[src/rtl/dcf77_pkg.sv]
// dcf77_pkg: DCF77 frame bit positions, FSM states and the loadable time bundle
package dcf77_pkg;
  localparam int DCF_LEN       = 59;
  localparam int DCF_FLAGS_LSB = 15;
  localparam int DCF_START     = 20;
  localparam int DCF_MIN_LSB   = 21;
  localparam int DCF_P1        = 28;
  localparam int DCF_HOUR_LSB  = 29;
  localparam int DCF_P2        = 35;
  localparam int DCF_DAY_LSB   = 36;
  localparam int DCF_WDAY_LSB  = 42;
  localparam int DCF_MON_LSB   = 45;
  localparam int DCF_YEAR_LSB  = 50;
  localparam int DCF_P3        = 58;
  typedef enum logic {IDLE, SEND} dcf_state_t;
  typedef struct packed {
    logic [6:0] minute;
    logic [5:0] hour;
    logic [5:0] day;
    logic [2:0] weekday;
    logic [4:0] month;
    logic [7:0] year;
    logic [4:0] flags;
  } dcf_time_t;
endpackage

[src/rtl/dcf77_transmitter_if.sv]
// dcf77_transmitter_if: time load, pacing enable and pulse-train outputs of the transmitter
interface dcf77_transmitter_if;
  logic       clk_en;
  logic       load;
  logic [6:0] minute;
  logic [5:0] hour;
  logic [5:0] day;
  logic [2:0] weekday;
  logic [4:0] month;
  logic [7:0] year;
  logic [4:0] flags;
  logic       dcf_out;
  logic       sec_strobe;
  logic       minute_mark;
  logic       busy;
  logic       underrun;
  modport master (
    output clk_en, load, minute, hour, day, weekday, month, year, flags,
    input  dcf_out, sec_strobe, minute_mark, busy, underrun
  );
  modport slave (
    input  clk_en, load, minute, hour, day, weekday, month, year, flags,
    output dcf_out, sec_strobe, minute_mark, busy, underrun
  );
endinterface

[src/rtl/dcf77_frame_encoder.sv]
// dcf77_frame_encoder: builds the 59-bit minute frame with even parities from a BCD time
module dcf77_frame_encoder
  import dcf77_pkg::*;
(
  input  dcf_time_t            i_time,
  output logic [DCF_LEN-1:0]   o_frame
);
  always_comb begin
    o_frame = '0;
    // R lands on bit 15, A2 on bit 19
    o_frame[DCF_FLAGS_LSB +: 5] = {i_time.flags[0], i_time.flags[1], i_time.flags[2],
                                   i_time.flags[3], i_time.flags[4]};
    o_frame[DCF_START] = 1'b1;
    o_frame[DCF_MIN_LSB +: 7] = i_time.minute;
    o_frame[DCF_P1] = ^i_time.minute;
    o_frame[DCF_HOUR_LSB +: 6] = i_time.hour;
    o_frame[DCF_P2] = ^i_time.hour;
    o_frame[DCF_DAY_LSB +: 6] = i_time.day;
    o_frame[DCF_WDAY_LSB +: 3] = i_time.weekday;
    o_frame[DCF_MON_LSB +: 5] = i_time.month;
    o_frame[DCF_YEAR_LSB +: 8] = i_time.year;
    o_frame[DCF_P3] = ^{i_time.day, i_time.weekday, i_time.month, i_time.year};
  end
endmodule

[src/rtl/dcf77_transmitter.sv]
// dcf77_transmitter: double-buffered DCF77 pulse-train generator paced by a 10 ms enable
module dcf77_transmitter
  import dcf77_pkg::*;
#(
  parameter logic [6:0] TICKS_PER_SEC = 7'd100,
  parameter logic [6:0] TICKS_ZERO    = 7'd10,
  parameter logic [6:0] TICKS_ONE     = 7'd20
) (
  input logic clk,
  input logic rst_n,
  dcf77_transmitter_if.slave bus
);
  dcf_state_t         r_state, w_state;
  dcf_time_t          r_pend;
  logic               r_pend_vld;
  logic [DCF_LEN:0]   r_active;
  logic [6:0]         r_tick, w_tick;
  logic [5:0]         r_sec, w_sec;
  logic               r_dcf, r_ss, r_mm, r_under;
  logic               w_dcf, w_ss, w_mm, w_start, w_under, w_wrap;
  logic [DCF_LEN-1:0] w_frame;

  dcf77_frame_encoder u_enc (.i_time(r_pend), .o_frame(w_frame));

  assign w_wrap = r_tick == TICKS_PER_SEC - 7'd1;

  always_comb begin
    w_state = r_state;
    w_tick = r_tick;
    w_sec = r_sec;
    w_dcf = r_dcf;
    w_ss = 1'b0;
    w_mm = 1'b0;
    w_start = 1'b0;
    w_under = 1'b0;
    if (bus.clk_en) begin
      if (r_state == IDLE) w_start = r_pend_vld;
      else if (w_wrap && r_sec == 6'd59) begin
        w_start = r_pend_vld;
        w_under = !r_pend_vld;
        w_state = r_pend_vld ? SEND : IDLE;
        w_dcf = 1'b0;
      end else begin
        w_tick = w_wrap ? 7'd0 : r_tick + 7'd1;
        w_sec = w_wrap ? r_sec + 6'd1 : r_sec;
        w_ss = w_wrap;
        // r_active[59] is a constant 0 pad so second 59 indexes safely
        w_dcf = w_sec != 6'd59 && w_tick < (r_active[w_sec] ? TICKS_ONE : TICKS_ZERO);
      end
      if (w_start) begin
        w_state = SEND;
        w_tick = '0;
        w_sec = '0;
        w_ss = 1'b1;
        w_mm = 1'b1;
        w_dcf = 1'b1;
      end
    end
  end

  always_ff @(posedge clk) begin
    if (!rst_n) begin
      r_state <= IDLE;
      r_tick <= '0;
      r_sec <= '0;
      r_dcf <= 1'b0;
      r_ss <= 1'b0;
      r_mm <= 1'b0;
      r_under <= 1'b0;
      r_pend <= '0;
      r_pend_vld <= 1'b0;
      r_active <= '0;
    end else begin
      r_state <= w_state;
      r_tick <= w_tick;
      r_sec <= w_sec;
      r_dcf <= w_dcf;
      r_ss <= w_ss;
      r_mm <= w_mm;
      if (w_start) r_active <= {1'b0, w_frame};
      // a load in the wrap clock becomes the next pending frame after the old one is consumed
      if (bus.load) r_pend <= {bus.minute, bus.hour, bus.day, bus.weekday, bus.month, bus.year, bus.flags};
      r_pend_vld <= bus.load || (r_pend_vld && !w_start);
      r_under <= bus.load ? 1'b0 : (r_under || w_under);
    end
  end

  assign bus.dcf_out = r_dcf;
  assign bus.sec_strobe = r_ss;
  assign bus.minute_mark = r_mm;
  assign bus.busy = r_state == SEND;
  assign bus.underrun = r_under;
endmodule

[src/flat_wrapper.sv]
// flat-port wrapper written by rule: the top's interface ports become plain ports
module dcf77_transmitter_flat import dcf77_pkg::*;
#(
  parameter logic [6:0] TICKS_PER_SEC = 7'd100,
  parameter logic [6:0] TICKS_ZERO    = 7'd10,
  parameter logic [6:0] TICKS_ONE     = 7'd20
)
  (clk, rst_n, bus_clk_en, bus_load, bus_minute, bus_hour, bus_day, bus_weekday, bus_month, bus_year, bus_flags, bus_dcf_out, bus_sec_strobe, bus_minute_mark, bus_busy, bus_underrun);
  dcf77_transmitter_if bus_i ();
  input logic clk;
  input logic rst_n;
  input wire logic [$bits(bus_i.clk_en)-1:0] bus_clk_en;
  input wire logic [$bits(bus_i.load)-1:0] bus_load;
  input wire logic [$bits(bus_i.minute)-1:0] bus_minute;
  input wire logic [$bits(bus_i.hour)-1:0] bus_hour;
  input wire logic [$bits(bus_i.day)-1:0] bus_day;
  input wire logic [$bits(bus_i.weekday)-1:0] bus_weekday;
  input wire logic [$bits(bus_i.month)-1:0] bus_month;
  input wire logic [$bits(bus_i.year)-1:0] bus_year;
  input wire logic [$bits(bus_i.flags)-1:0] bus_flags;
  output wire logic [$bits(bus_i.dcf_out)-1:0] bus_dcf_out;
  output wire logic [$bits(bus_i.sec_strobe)-1:0] bus_sec_strobe;
  output wire logic [$bits(bus_i.minute_mark)-1:0] bus_minute_mark;
  output wire logic [$bits(bus_i.busy)-1:0] bus_busy;
  output wire logic [$bits(bus_i.underrun)-1:0] bus_underrun;
  assign bus_i.clk_en = bus_clk_en;
  assign bus_i.load = bus_load;
  assign bus_i.minute = bus_minute;
  assign bus_i.hour = bus_hour;
  assign bus_i.day = bus_day;
  assign bus_i.weekday = bus_weekday;
  assign bus_i.month = bus_month;
  assign bus_i.year = bus_year;
  assign bus_i.flags = bus_flags;
  assign bus_dcf_out = bus_i.dcf_out;
  assign bus_sec_strobe = bus_i.sec_strobe;
  assign bus_minute_mark = bus_i.minute_mark;
  assign bus_busy = bus_i.busy;
  assign bus_underrun = bus_i.underrun;
  dcf77_transmitter #(.TICKS_PER_SEC(TICKS_PER_SEC), .TICKS_ZERO(TICKS_ZERO), .TICKS_ONE(TICKS_ONE)) u_core (.clk(clk), .rst_n(rst_n), .bus(bus_i));
endmodule
[config.mk]
export PLATFORM = sky130hd
export DESIGN_NAME = dcf77_transmitter_flat
export DESIGN_NICKNAME = d
export VERILOG_FILES = /design/src/rtl/dcf77_pkg.sv /design/src/rtl/dcf77_transmitter_if.sv /design/src/rtl/dcf77_frame_encoder.sv /design/src/rtl/dcf77_transmitter.sv /design/src/flat_wrapper.sv
export SDC_FILE = /design/constraint.sdc
export NUM_CORES = 1
export LEC_CHECK = 0
export ABC_AREA = 0
export CORE_AREA = 2 2 99 101
export DETAILED_ROUTE_END_ITERATION = 16
export DIE_AREA = 0 0 101 103
export PLACE_DENSITY = 0.8
export SYNTH_ARGS = -nofsm -noshare
export SYNTH_HDL_FRONTEND = slang
export SYNTH_SLANG_ARGS = --single-unit
[constraint.sdc]
create_clock -name clk -period 5.2 [get_ports clk]
set_input_delay 0.78 -clock clk [delete_from_list [all_inputs] [get_ports clk]]
set_output_delay 0.78 -clock clk [all_outputs]
set_load 0.005 [all_outputs]
==> run metrics <==
CTS clk-pin slew, worst paths=0.09 ns; Min Hold Slack=0.464 ns; Max Slew Vio Count=0; IO buf count=48; # setup viols final=0; outcome=finished, final reports clean; TritonCTS Buffers=9; vias in the first global route=4268; width of the die=101 µm; mean post-synth cell area=8.43 µm²; Final GP Congestion=0.863; Min-Delay Path Depth=2; Hold Buf Count CTS=0; Rel. slew slack=0.225; most frequent cell on the critical path=ha_1; Area growth syn-to-layout=12.0%; initial antenna violation count=0; Hold Path End=u_core.r_active[49]; f_max=0.240 GHz; number of enable flip-flop cells after synthesis=0; DRC violations left=0; Post-CTS Resized=0; Crit Path Max Fanout=24; Tot Pwr=1.54 mW; Root Buffer=clkbuf_8; postcts setup bufs=0; Initial Utilization=0.564; Ys Warns=0; cells on worst reg2reg path=13; CTS max path bufs=2; via count=4509; crit path max-delay cell type=ha_1; cell row count=36; WL/cell=15.6 µm; Netlist cell types=64; Worst Hold Class=reg -> reg; DR iter-0 viols=282; fill count=829; CP startpoint=u_core.r_sec[1]; Mapped Area=5340 µm²; clock sink total=103; share of cells above drive strength 1=0.0688; Crit Reg-Reg Endpoint=u_core.bus.dcf_out; DP HPWL=8.52 mm; TritonCTS clock tree=done; Worst Clk Skew=0.00854 ns; setup_tns=0 ns; CTS H-tree depth=3; RSZ-0062 raised after global routing=no; total wire length=12.0 mm; clock period minus worst slack=4.17 ns; largest net degree at the start of global routing=61; register area share after synthesis=0.386; # diodes=0; power per cell area=258 nW/µm²; Detailed Routing Iterations Pass 1=5; CP Data Arrival Time=4.47 ns; min-delay src=u_core.r_active[49]; r2r startpoint=u_core.r_sec[1]; slew at the pin with the worst max-slew slack=1.16 ns; commonest cells after routing, fill and taps aside=103 x dfxtp_1, 102 x nand2_1, 69 x nor2_1, 66 x a21oi_1, 64 x mux2i_1; crit-path cells=ha_1, mux4_2, mux2i_1, o21bai_1, o2111ai_1, nand2_1, o21a_1, ha_1, a21o_1, a211o_1, a311o_1, a221o_1, a21oi_2; Reg2Reg Setup Slack=1.03 ns; crit path buf inv count=0; Die Span Y=103 µm; Core Box Area=9460 µm²; final hold violation count=0; predominant post-synthesis flop cell=dfxtp_1; Max Cap Violations=0; Clock Latency Late Sink=0.36 ns; Overflow after GRT=0; number of vias per cell=5.87; Final ANT Viol Nets=0; CP endpoint kind=flop; global-route wire length before repair=20.0 mm; Leak=2.16 nW; Gate Count Post-Synth=633; Boundary Pins=49; Final period util=0.802; Peak VDD IR=0.179 mV; Post-Syn Nets=682; delay of the slowest cell on the worst path=0.91 ns; ys async rst share=0; cell family with most CP delay=compound AO/OA/AOI/OAI gates; critical path type=reg -> reg; die area=10400 µm²; most common cell after layout, fill and taps aside=dfxtp_1; Seq cells post-synth=103; CP Launch Type=flop; Worst EP required=5.50 ns; total track usage=0.241; nets=699
flip-flops by register name, indices dropped and copies added, names as in the netlist, 6 cells and up:
signal           flops
u_core.r_tick        7
u_core.r_pend       40
u_core.r_active     44
u_core.r_sec         6
cells in the mapped netlist (3+ instances only):
master	n	area share
a211oi_1	6	0.0084
a21oi_1	66	0.062
a31oi_1	9	0.011
and2_1	3	0.0035
buf_1	6	0.0042
buf_2	13	0.012
buf_6	3	0.0063
clkbuf_1	26	0.018
dfxtp_1	103	0.39
ha_1	5	0.012
inv_1	8	0.0056
mux2_2	3	0.0063
mux2i_1	64	0.12
mux4_2	4	0.017
nand2_1	102	0.072
nand2b_1	5	0.0059
nand3_1	14	0.013
nand4_1	3	0.0035
nor2_1	70	0.049
nor2b_1	3	0.0035
nor3_1	7	0.0066
o2111ai_1	3	0.0049
o21a_1	3	0.0042
o21ai_0	7	0.0066
o21ai_1	3	0.0028
o22ai_1	3	0.0035
o311ai_0	3	0.0049
or3_1	3	0.0035
xnor2_1	35	0.057
xor2_1	6	0.0098
how the worst max path moves through the flow:
stage	to	slack, ns	cells after the start
after floorplan	u_core.bus.dcf_out	1.33	16
after global placement	u_core.bus.dcf_out	1.16	13
after detailed placement	u_core.bus.dcf_out	1.09	13
after CTS	u_core.bus.dcf_out	1.05	13
after global routing	u_core.bus.dcf_out	0.82	14
final	u_core.bus.dcf_out	1.03	13
metrics by stage:
stage	instance area [µm²]	cells	worst slack (ns)	utilization
after global routing	5980	768	0.815	0.632
after detailed placement	5780	753	1.09	0.612
after CTS	5980	768	1.05	0.632
after global placement	5780	753	1.16	0.612
after floorplan	5340	633	1.33	-
final	5980	768	1.03	0.632
cells by family after synthesis:
kind of cell	synth area share
AOI/OAI and AO/OA	0.144
xor gates and xnor gates	0.0703
adders and majority gates	0.0117
buffers and inverters	0.0481
DFF	0.386
muxes	0.143
and+or+nand+nor	0.196
layer usage:
metal,wire [µm],up-vias,part of all wire,track usage
met5,0,-,0,0
met4,212,0,0.018,0.0769
met3,587,23,0.049,0.0420
met2,5680,127,0.47,0.402
met1,5480,2134,0.46,0.321
li1,-,2225,-,-
tightest hold or removal path, cell delays in order, from the launching register on:
cell and delay, ns:
dfxtp_1 0.32, nand2_1 0.05, a21oi_1 0.05
final cells by class:
| cell class | instances | area [µm²] | share of cell area |
|---|---|---|---|
| Clock inverter | 4 | 52.6 | 0.00879 |
| Clock buffer | 11 | 141 | 0.0237 |
| Tap cell | 114 | 143 | 0.0239 |
| Timing Repair Buffer | 55 | 528 | 0.0883 |
| Inverter | 8 | 30.0 | 0.00502 |
| Sequential cell | 103 | 2060 | 0.345 |
| Multi-Input combinational cell | 473 | 3020 | 0.505 |
where the power goes:
group          switching, mW  total (mW)  internal [mW]  leakage (nW)
Combinational         0.0886       0.190          0.101          1.22
Clock                  0.269       0.505          0.236         0.100
Sequential            0.0263       0.845          0.818         0.840
No activity file was read; power rests on OpenSTA's default activity.
